==> config.mk <==
export PLATFORM = sky130hd
export DESIGN_NAME = wb_sequencer
export DESIGN_NICKNAME = d
export VERILOG_FILES = /design/src/rtl/wb_pkg.sv /design/src/rtl/wb_sequencer_timeout.sv /design/src/rtl/wb_sequencer.sv
export SDC_FILE = /design/constraint.sdc
export NUM_CORES = 1
export LEC_CHECK = 0
export ABC_AREA = 1
export BUFFER_PORTS_ARGS = -buffer_cell sky130_fd_sc_hd__buf_4
export CORE_UTILIZATION = 35
export CTS_CLUSTER_DIAMETER = 120
export CTS_CLUSTER_SIZE = 8
export DETAILED_ROUTE_END_ITERATION = 10
export SLEW_MARGIN = 20
export SYNTH_ARGS = -nofsm -noshare
export SYNTH_HDL_FRONTEND = slang
export SYNTH_SLANG_ARGS = --single-unit
==> constraint.sdc <==
create_clock -name clk -period 3.8 [get_ports clk]
set_clock_uncertainty 0.15 [all_clocks]
set_input_delay 0.19 -clock clk [delete_from_list [all_inputs] [get_ports clk]]
set_output_delay 0.19 -clock clk [all_outputs]
set_load 0.01 [all_outputs]
==> src/rtl/wb_pkg.sv <==
// wb_pkg
// Shared definitions for the writeback sequencer:
//   - writeback source codes (values driven onto the writeback mux select)
//   - FSM state encoding
//   - the latched request record
//   - needs_wait(): whether a source must be waited on before writing back
package wb_pkg;

    localparam logic [2:0] WB_ULA     = 3'd0;
    localparam logic [2:0] WB_SEXT1   = 3'd1;
    localparam logic [2:0] WB_SHIFT   = 3'd2;
    localparam logic [2:0] WB_HI      = 3'd3;
    localparam logic [2:0] WB_LO      = 3'd4;
    localparam logic [2:0] WB_SL16    = 3'd5;
    localparam logic [2:0] WB_LSCTRL  = 3'd6;
    localparam logic [2:0] WB_ILLEGAL = 3'd7;

    localparam logic [1:0] S_IDLE  = 2'd0;
    localparam logic [1:0] S_WAIT  = 2'd1;
    localparam logic [1:0] S_WRITE = 2'd2;
    localparam logic [1:0] S_ERR   = 2'd3;

    typedef struct packed {
        logic [2:0] src;
        logic [4:0] dst;
    } wb_req_t;

    // Sources whose result is produced by a multicycle unit and therefore
    // has a done flag that must be observed before the write.
    function automatic logic needs_wait(input logic [2:0] src);
        logic w;
        w = 1'b0;
        case (src)
            WB_SHIFT, WB_HI, WB_LO, WB_LSCTRL: w = 1'b1;
            default:                           w = 1'b0;
        endcase
        return w;
    endfunction

endpackage

==> src/rtl/wb_sequencer_timeout.sv <==
// wb_timeout_counter
// Counts cycles spent waiting for a source. Cleared by i_clear (and reset),
// advances by one on each i_enable cycle, and flags o_expired while the
// count sits at TIMEOUT-1, i.e. on the last permitted wait cycle.
// Ports:
//   i_clk      system clock
//   i_reset    synchronous active-high reset
//   i_clear    return count to zero (has priority over i_enable)
//   i_enable   advance count by one
//   o_expired  count == TIMEOUT-1
module wb_timeout_counter
    import wb_pkg::*;
#(
    parameter int TIMEOUT = 64,
    parameter int CNT_W   = $clog2(TIMEOUT)
) (
    input  logic i_clk,
    input  logic i_reset,
    input  logic i_clear,
    input  logic i_enable,
    output logic o_expired
);

    localparam logic [CNT_W-1:0] LAST = CNT_W'(TIMEOUT - 1);

    logic [CNT_W-1:0] r_count;

    always_ff @(posedge i_clk) begin
        if (i_reset || i_clear) begin
            r_count <= '0;
        end else if (i_enable) begin
            r_count <= r_count + 1'b1;
        end
    end

    assign o_expired = (r_count == LAST);

endmodule

==> src/rtl/wb_sequencer.sv <==
// wb_sequencer
// Writeback sequencer for the multicycle MIPS datapath. Accepts a writeback
// request, waits for the selected source to become valid (bounded by a
// timeout), then drives the writeback mux select and register-file write
// enable for exactly one cycle.
// Ports:
//   clk               system clock
//   reset             synchronous active-high reset
//   wb_start          request pulse, sampled only in IDLE
//   wb_src[2:0]       source code (7 is illegal)
//   wb_dst[4:0]       destination register
//   shift_done        shift register result valid (level)
//   muldiv_done       HI/LO valid (level)
//   mem_done          load data valid (level)
//   MEMtoREG_SELETOR  writeback mux select, bit 3 always 0
//   RegWrite          register-file write enable
//   wb_reg            register-file write address
//   wb_busy           high in every state except IDLE
//   wb_done           one-cycle pulse, writeback complete
//   wb_error          one-cycle pulse, request aborted
//
// state   | meaning
// --------+---------------------------------------------------------------
// IDLE    | no request in flight; wb_start accepted here only
// WAIT    | request latched, waiting for the source's done flag
// WRITE   | single write cycle (RegWrite suppressed for $zero)
// ERR     | illegal source or timeout; one-cycle wb_error, no write
module wb_sequencer
    import wb_pkg::*;
#(
    parameter int TIMEOUT = 64,
    parameter int CNT_W   = $clog2(TIMEOUT)
) (
    input  logic       clk,
    input  logic       reset,
    input  logic       wb_start,
    input  logic [2:0] wb_src,
    input  logic [4:0] wb_dst,
    input  logic       shift_done,
    input  logic       muldiv_done,
    input  logic       mem_done,
    output logic [3:0] MEMtoREG_SELETOR,
    output logic       RegWrite,
    output logic [4:0] wb_reg,
    output logic       wb_busy,
    output logic       wb_done,
    output logic       wb_error
);

    logic [1:0] r_state;
    wb_req_t    r_req;

    logic [3:0] r_sel;
    logic       r_regwrite;
    logic [4:0] r_reg;
    logic       r_busy;
    logic       r_done;
    logic       r_error;

    logic [1:0] w_state_nxt;
    wb_req_t    w_req_nxt;
    logic       w_ready;
    logic       w_expired;
    logic       w_cnt_clear;
    logic       w_cnt_enable;

    // Done flag belonging to the latched source; sources that never wait
    // (and the illegal code) read as not ready.
    always_comb begin
        w_ready = 1'b0;
        case (r_req.src)
            WB_SHIFT:     w_ready = shift_done;
            WB_HI, WB_LO: w_ready = muldiv_done;
            WB_LSCTRL:    w_ready = mem_done;
            default:      w_ready = 1'b0;
        endcase
    end

    // Counter holds zero outside WAIT, so it always starts a wait from zero.
    assign w_cnt_clear  = (r_state != S_WAIT);
    assign w_cnt_enable = (r_state == S_WAIT) && !w_ready;

    wb_timeout_counter #(
        .TIMEOUT (TIMEOUT),
        .CNT_W   (CNT_W)
    ) u_timeout (
        .i_clk     (clk),
        .i_reset   (reset),
        .i_clear   (w_cnt_clear),
        .i_enable  (w_cnt_enable),
        .o_expired (w_expired)
    );

    always_comb begin
        w_state_nxt = r_state;
        w_req_nxt   = r_req;
        case (r_state)
            S_IDLE: begin
                if (wb_start) begin
                    w_req_nxt.src = wb_src;
                    w_req_nxt.dst = wb_dst;
                    if (wb_src == WB_ILLEGAL) begin
                        w_state_nxt = S_ERR;
                    end else if (needs_wait(wb_src)) begin
                        w_state_nxt = S_WAIT;
                    end else begin
                        w_state_nxt = S_WRITE;
                    end
                end
            end
            S_WAIT: begin
                // A ready seen on the last permitted cycle still wins.
                if (w_ready) begin
                    w_state_nxt = S_WRITE;
                end else if (w_expired) begin
                    w_state_nxt = S_ERR;
                end
            end
            S_WRITE: w_state_nxt = S_IDLE;
            S_ERR:   w_state_nxt = S_IDLE;
            default: w_state_nxt = S_IDLE;
        endcase
    end

    // Outputs are registered from the next state so they line up with the
    // state they describe rather than lagging it by a cycle.
    always_ff @(posedge clk) begin
        if (reset) begin
            r_state    <= S_IDLE;
            r_req      <= '0;
            r_sel      <= 4'b0000;
            r_regwrite <= 1'b0;
            r_reg      <= 5'd0;
            r_busy     <= 1'b0;
            r_done     <= 1'b0;
            r_error    <= 1'b0;
        end else begin
            r_state    <= w_state_nxt;
            r_req      <= w_req_nxt;
            if ((w_state_nxt == S_WAIT) || (w_state_nxt == S_WRITE)) begin
                r_sel <= {1'b0, w_req_nxt.src};
                r_reg <= w_req_nxt.dst;
            end else begin
                r_sel <= 4'b0000;
                r_reg <= 5'd0;
            end
            r_regwrite <= (w_state_nxt == S_WRITE) && (w_req_nxt.dst != 5'd0);
            r_done     <= (w_state_nxt == S_WRITE);
            r_error    <= (w_state_nxt == S_ERR);
            r_busy     <= (w_state_nxt != S_IDLE);
        end
    end

    assign MEMtoREG_SELETOR = r_sel;
    assign RegWrite         = r_regwrite;
    assign wb_reg           = r_reg;
    assign wb_busy          = r_busy;
    assign wb_done          = r_done;
    assign wb_error         = r_error;

endmodule

# Word-level counts from Yosys, hierarchy flattened
# Cells that the tools add are included.
dict set report totals {
  output_inout_bits 13
  register_bits 29
  elab_cells 55
  input_bits 14
}
dict set report classes {
  mux 13
  n_bitwise 1
  n_eq_ne 17
  add_sub_neg 1
  n_reduce_logical 12
}
# operator count
set op_table {}
lappend op_table {{$mux W8} 2}
lappend op_table {{$eq A3 B3 Y1 const B} 5}
lappend op_table {{$eq A3 B2 Y1 const B} 4}
lappend op_table {{$mux W2} 5}
lappend op_table {{$eq A2 B2 Y1 const B} 4}
lappend op_table {{$add A6 B1 Y6 const B} 1}
lappend op_table {{$eq A6 B6 Y1 const B} 1}
lappend op_table {{$pmux W2 S3} 1}
lappend op_table {{$reduce_or A2 Y1} 3}
lappend op_table {{$reduce_bool A5 Y1} 1}
lappend op_table {{$eq A2 B1 Y1 const B} 2}
lappend op_table {{$mux W1} 4}
lappend op_table {{$reduce_or A4 Y1} 1}
lappend op_table {{$pmux W1 S3} 1}
lappend op_table {{$logic_and A1 B1 Y1} 2}
lappend op_table {{$logic_not A2 Y1} 1}
lappend op_table {{$logic_or A1 B1 Y1} 2}
lappend op_table {{$ne A2 B1 Y1 const B} 1}
lappend op_table {{$reduce_bool A2 Y1} 1}
lappend op_table {{$logic_not A1 Y1} 1}
lappend op_table {{$not A1 Y1} 1}

# Logic depth before layout (Yosys ltp)
dict set report logic_depth {
  depth_word 14
  mapped_depth 12
  ltp_nobuf 11
}

# Modules after synthesis
# Synthesis repeated with hierarchy kept, for this count alone.
dict set report hier_totals {
  hier_cells 153
  hier_area_um2 1168.6
}
# module cells_each instances area_per_inst_um2 seq_area_each_um2
set modules_own_cells {}
lappend modules_own_cells {wb_sequencer 116 1 900.9 440.4}
lappend modules_own_cells {wb_timeout_counter 37 1 267.8 120.1}

# Least setup slack after synthesis
# Ideal clock, no wire load.
dict set report synth_path {
  kind {reg2reg}
  start {register r_state[1]}
  end {register r_reg[0] (netlist: wb_reg[0])}
  n_path_buf 2
  arrival_ns 1.712
  setup_slack_ns 1.873
  stages_incl_launch_ff 12
  period_less_slack_ns 1.927
  path_cell_list {dfxtp_1 -> inv_2 -> nand3_4 -> buf_8 -> inv_1 -> nand2_1 -> nand2_2 -> inv_2 -> ha_1 -> or2_2 -> clkbuf_1 -> nor2_1}
}
dict set report synth_via {
  elab_chain_len 7
  elab_cells_between_ends 15
  cone_classes {eq/ne: 5; mux: 5; bitwise: 1; reduce/logical: 4}
}
# item line
set synth_rtl {}
lappend synth_rtl {{start: declaration} wb_sequencer.sv:50} ;# logic [1:0] r_state;
lappend synth_rtl {{start signal: assignment} wb_sequencer.sv:138} ;# r_state <= w_state_nxt;
lappend synth_rtl {{$eq A2 B2 Y1} wb_sequencer.sv:97} ;# case (r_state)
lappend synth_rtl {{$reduce_or A2 Y1 (no source line)} n/a}
lappend synth_rtl {{$pmux W2 S3 (*)} wb_sequencer.sv:97}
lappend synth_rtl {{via w_state_nxt[0]} wb_sequencer.sv:60} ;# logic [1:0] w_state_nxt;
lappend synth_rtl {{$eq A2 B1 Y1 or $eq A2 B2 Y1 (tied branches)} wb_sequencer.sv:140} ;# if ((w_state_nxt == S_WAIT) || (w_state_nxt == S_WRITE)) begin
lappend synth_rtl {{$logic_or A1 B1 Y1 (*)} wb_sequencer.sv:140}
lappend synth_rtl {{$not A1 Y1 (no source line) (*)} n/a}
lappend synth_rtl {{$reduce_or A2 Y1 (no source line) (*)} n/a}
lappend synth_rtl {{end signal: assignment} wb_sequencer.sv:142} ;# r_reg <= w_req_nxt.dst;
lappend synth_rtl {{end: declaration} wb_sequencer.sv:55} ;# logic [4:0] r_reg;
# Mark *: on every way through the listed nets, which the timed path passes. The rest lies on a longest branch.
# A chain may end at the register's enable or synchronous reset.

# Worst setup path after layout
dict set report layout_path {
  start {register u_timeout.r_count[0]}
  end {register r_reg[0] (netlist: wb_reg[0])}
}
dict set report layout_via {
  elab_chain_len 8
  elab_cells_between_ends 9
  cone_classes {eq/ne: 3; mux: 3; bitwise: 1; reduce/logical: 2}
}
# item line
set layout_rtl {}
lappend layout_rtl {{start: declaration} wb_sequencer_timeout.sv:26} ;# logic [CNT_W-1:0] r_count;
lappend layout_rtl {{start signal: assignment} wb_sequencer_timeout.sv:32} ;# r_count <= r_count + 1'b1;
lappend layout_rtl {{$eq A6 B6 Y1 (*)} wb_sequencer_timeout.sv:36} ;# assign o_expired = (r_count == LAST);
lappend layout_rtl {{$mux W2 (*)} wb_sequencer.sv:115} ;# end else if (w_expired) begin
lappend layout_rtl {{$mux W2 (*)} wb_sequencer.sv:113} ;# if (w_ready) begin
lappend layout_rtl {{$pmux W2 S3 (*)} wb_sequencer.sv:97}
lappend layout_rtl {{via w_state_nxt[1]} wb_sequencer.sv:60}
lappend layout_rtl {{$eq A2 B1 Y1 or $eq A2 B2 Y1 (tied branches)} wb_sequencer.sv:140}
lappend layout_rtl {{$logic_or A1 B1 Y1 (*)} wb_sequencer.sv:140}
lappend layout_rtl {{$not A1 Y1 (no source line) (*)} n/a}
lappend layout_rtl {{$reduce_or A2 Y1 (no source line) (*)} n/a}
# Marked as above.

==> flow_summary.json <==
{
  "ys_seq_area_frac": 0.4623,
  "setup_violations": 0,
  "hold_path_class": "in2reg",
  "cellLeakagePower_uw": 0.0007222,
  "grt_pass1_wl_mm": 3.774,
  "drc_errors": 0,
  "cts_root_buf": "clkbuf_4",
  "clockBufferDepth": 2,
  "critical_path.startpoint_type": "flop",
  "die_h_um": 60.86,
  "die_w_um": 60.86,
  "multi_input_area_sq_um": 531.8,
  "core_sq_um": 3337,
  "vias_per_cell": 4.351,
  "postCtsResizedCells": 0,
  "r2r_cells": 8,
  "dp_hpwl_mm": 1.666,
  "grt_use_met3": 0.02132,
  "powerDensity_nw_per_um2": 395.6,
  "fmax_ghz": 0.4993,
  "synthCells": 153,
  "synth_top_area_frac": 0.4623,
  "synthTopCellsByCount": "dfxtp_1 (28), nand2_1 (27), nor2_1 (23), inv_1 (20), nand3_1 (8)",
  "yosysWarnings": 0,
  "rrSetupSlack_ns": 1.80,
  "switching_power_uw": 168.2,
  "cp_max_fo": 8,
  "hold_viol": 0,
  "cts_made_buffers": 3,
  "power_frac_comb": 0.211,
  "end_kind": "flop",
  "synth_seq_cells": 28,
  "ir_drop_mv": 0.2402,
  "place_congestion": 0.7511,
  "worstSetupEndpoint": "wb_reg[0]",
  "fp-row-count": 21,
  "grt_pass1_vias": 927,
  "io_pins": 27,
  "finalNetCount": 201,
  "seq_area_sq_um": 560.5,
  "io_buffers": 25,
  "rsz0062_at_grt": "false",
  "r2r-start": "u_timeout.r_count[0]",
  "synth_area_sq_um": 1212,
  "clkSinkCount": 28,
  "place_area_sq_um": 1428,
  "cts_setup_buffers": 0,
  "grt_max_degree": 18,
  "routed_wl_mm": 2.316,
  "clkTransAtPathRegs_ns": 0.15,
  "area_growth_pct": 24.05,
  "async_flop_share": 0,
  "drive_gt1_frac": 0.2747,
  "busiest_layer": "met2",
  "synth_cell_types": 26,
  "cts_hold_buf": 4,
  "period_needed_ns": 2.003,
  "vias": 992,
  "ys.flop_type": "dfxtp_1",
  "drtIter0Drc": 79,
  "p_seq_frac": 0.546,
  "drtPass1Iterations": 4,
  "synth_nets": 171,
  "crit_start": "u_timeout.r_count[0]",
  "grtUsageMet1": 0.1578,
  "path_class": "reg2reg",
  "swShare": 0.2827,
  "h-tree-depth": 1,
  "clock_latency_ns": 0.33,
  "antenna_cells": 0,
  "status": "finished, final reports clean",
  "tns_ns": 0,
  "grt_use_met2": 0.2559,
  "die_area_sq_um": 3703,
  "grt_overflow": 0,
  "drv_slew": 0,
  "p_int_uw": 426.8,
  "wl_per_cell_um": 10.16,
  "start_util": 0.3633,
  "num-fill-cells": 356,
  "grt_use_total": 0.1399,
  "synth_top_cell_by_area": "dfxtp_1",
  "final_util": 0.4507,
  "ant_nets": 0,
  "largest_reg_flops": 8,
  "max_cap_viol_count": 0,
  "antenna_found_initial": 0,
  "synth_edf_count": 0,
  "pwr-share-clk": 0.243,
  "design_area_sq_um": 1504,
  "rr_endpoint": "wb_reg[0]",
  "fin_crit_sh": 0.5270,
  "required_ns": 3.92,
  "critPathArrivalTime_ns": 2.12,
  "avgSynthCellArea_sq_um": 7.924,
  "cts_tree": "done",
  "yosysMostFrequentCell": "dfxtp_1",
  "synth_area_leaders": "dfxtp_1 (46%), nand2_1 (8.4%), nor2_1 (7.1%), inv_1 (6.2%), ha_1 (4.1%)"
}
-- critical path, stage by stage, from the launching register on --
cell and delay, ns:
dfxtp_1 0.42, ha_1 0.23, nand4_1 0.12, nand2_1 0.08
nand2_1 0.06, nand2_1 0.11, ha_1 0.23, or2_2 0.38
nor2_1 0.15
-- power by group through the flow --
stage / Combinational (uW) / Sequential [uW] / Clock (uW)
floorplan: 79.6 / 335 / 0
global placement: 122 / 331 / 0
detailed placement: 124 / 331 / 0
CTS: 127 / 325 / 152
global route: 143 / 327 / 163
finish: 126 / 325 / 144
-- how the worst min path moves through the flow --
stage	from	end	slack [ns]	depth (start not counted)
2_1_floorplan	reset	r_state[1]	0.11	1
3_3_place_gp	wb_dst[2]	wb_reg[2]	0.30	3
3_5_place_dp	wb_dst[2]	r_req[2]	0.30	3
4_1_cts	wb_dst[4]	wb_reg[4]	0.005	3
5_1_grt	wb_dst[4]	wb_reg[4]	0.03	3
6_report	wb_src[0]	r_req[5]	0.02	3
-- layout by cell type (no fill, tap or decap) --
| cell | instances |
|---|---|
| o211ai_2 | 1 |
| nand3_4 | 1 |
| nand4_1 | 1 |
| nand2_4 | 2 |
| o21ai_2 | 4 |
| dfxtp_1 | 28 |
| conb_1 | 1 |
| or2_2 | 1 |
| buf_4 | 25 |
| clkbuf_4 | 3 |
| nand2_2 | 5 |
| a21oi_1 | 7 |
| nor2_4 | 1 |
| ha_1 | 4 |
| clkbuf_8 | 1 |
| nor2_2 | 1 |
| xnor2_1 | 2 |
| inv_1 | 20 |
| dlygate4sd3_1 | 4 |
| nand3_2 | 1 |
| o21ai_1 | 2 |
| o21ai_0 | 4 |
| nor2_1 | 23 |
| xor2_1 | 1 |
| nand3_1 | 8 |
| nand2_1 | 27 |
| inv_2 | 4 |
-- layout make-up --
class / instances / area share
Timing Repair Buffer: 29 / 0.1514
Sequential cell: 28 / 0.3727
Clock buffer: 4 / 0.02413
Tap cell: 46 / 0.03827
Multi-Input combinational cell: 97 / 0.3536
Inverter: 24 / 0.05990
-- layer usage --
metal  part of all wire  wire length (um)  vias up
li1                   -                 -      521
met1               0.45              1034      453
met2               0.51              1192       16
met3              0.031                71        2
met4             0.0078                18        0
met5                  0                 0        -
-- cells by family after synthesis --
logic type / after synthesis / synth area share
flip-flops: 28 / 0.4623
AO/OA/AOI/OAI: 18 / 0.09287
XOR/XNOR: 3 / 0.02168
buffers and inverters: 28 / 0.09907
AND/OR/NAND/NOR: 71 / 0.2797
adder cells (fa/ha/maj): 4 / 0.04128
other: 1 / 0.003093
-- stage by stage --
stage	worst slack (ns)	total power (uW)	hold WS (ns)	std cells
5_1_grt	1.643	633.3	0.03358	228
4_1_cts	1.794	604.5	0.004717	228
6_report	1.797	595.0	0.01660	228
3_3_place_gp	1.868	452.8	0.2973	220
2_1_floorplan	1.873	415.0	0.1091	153
3_5_place_dp	1.815	454.8	0.3021	220
No activity file was read; power rests on OpenSTA's default activity.
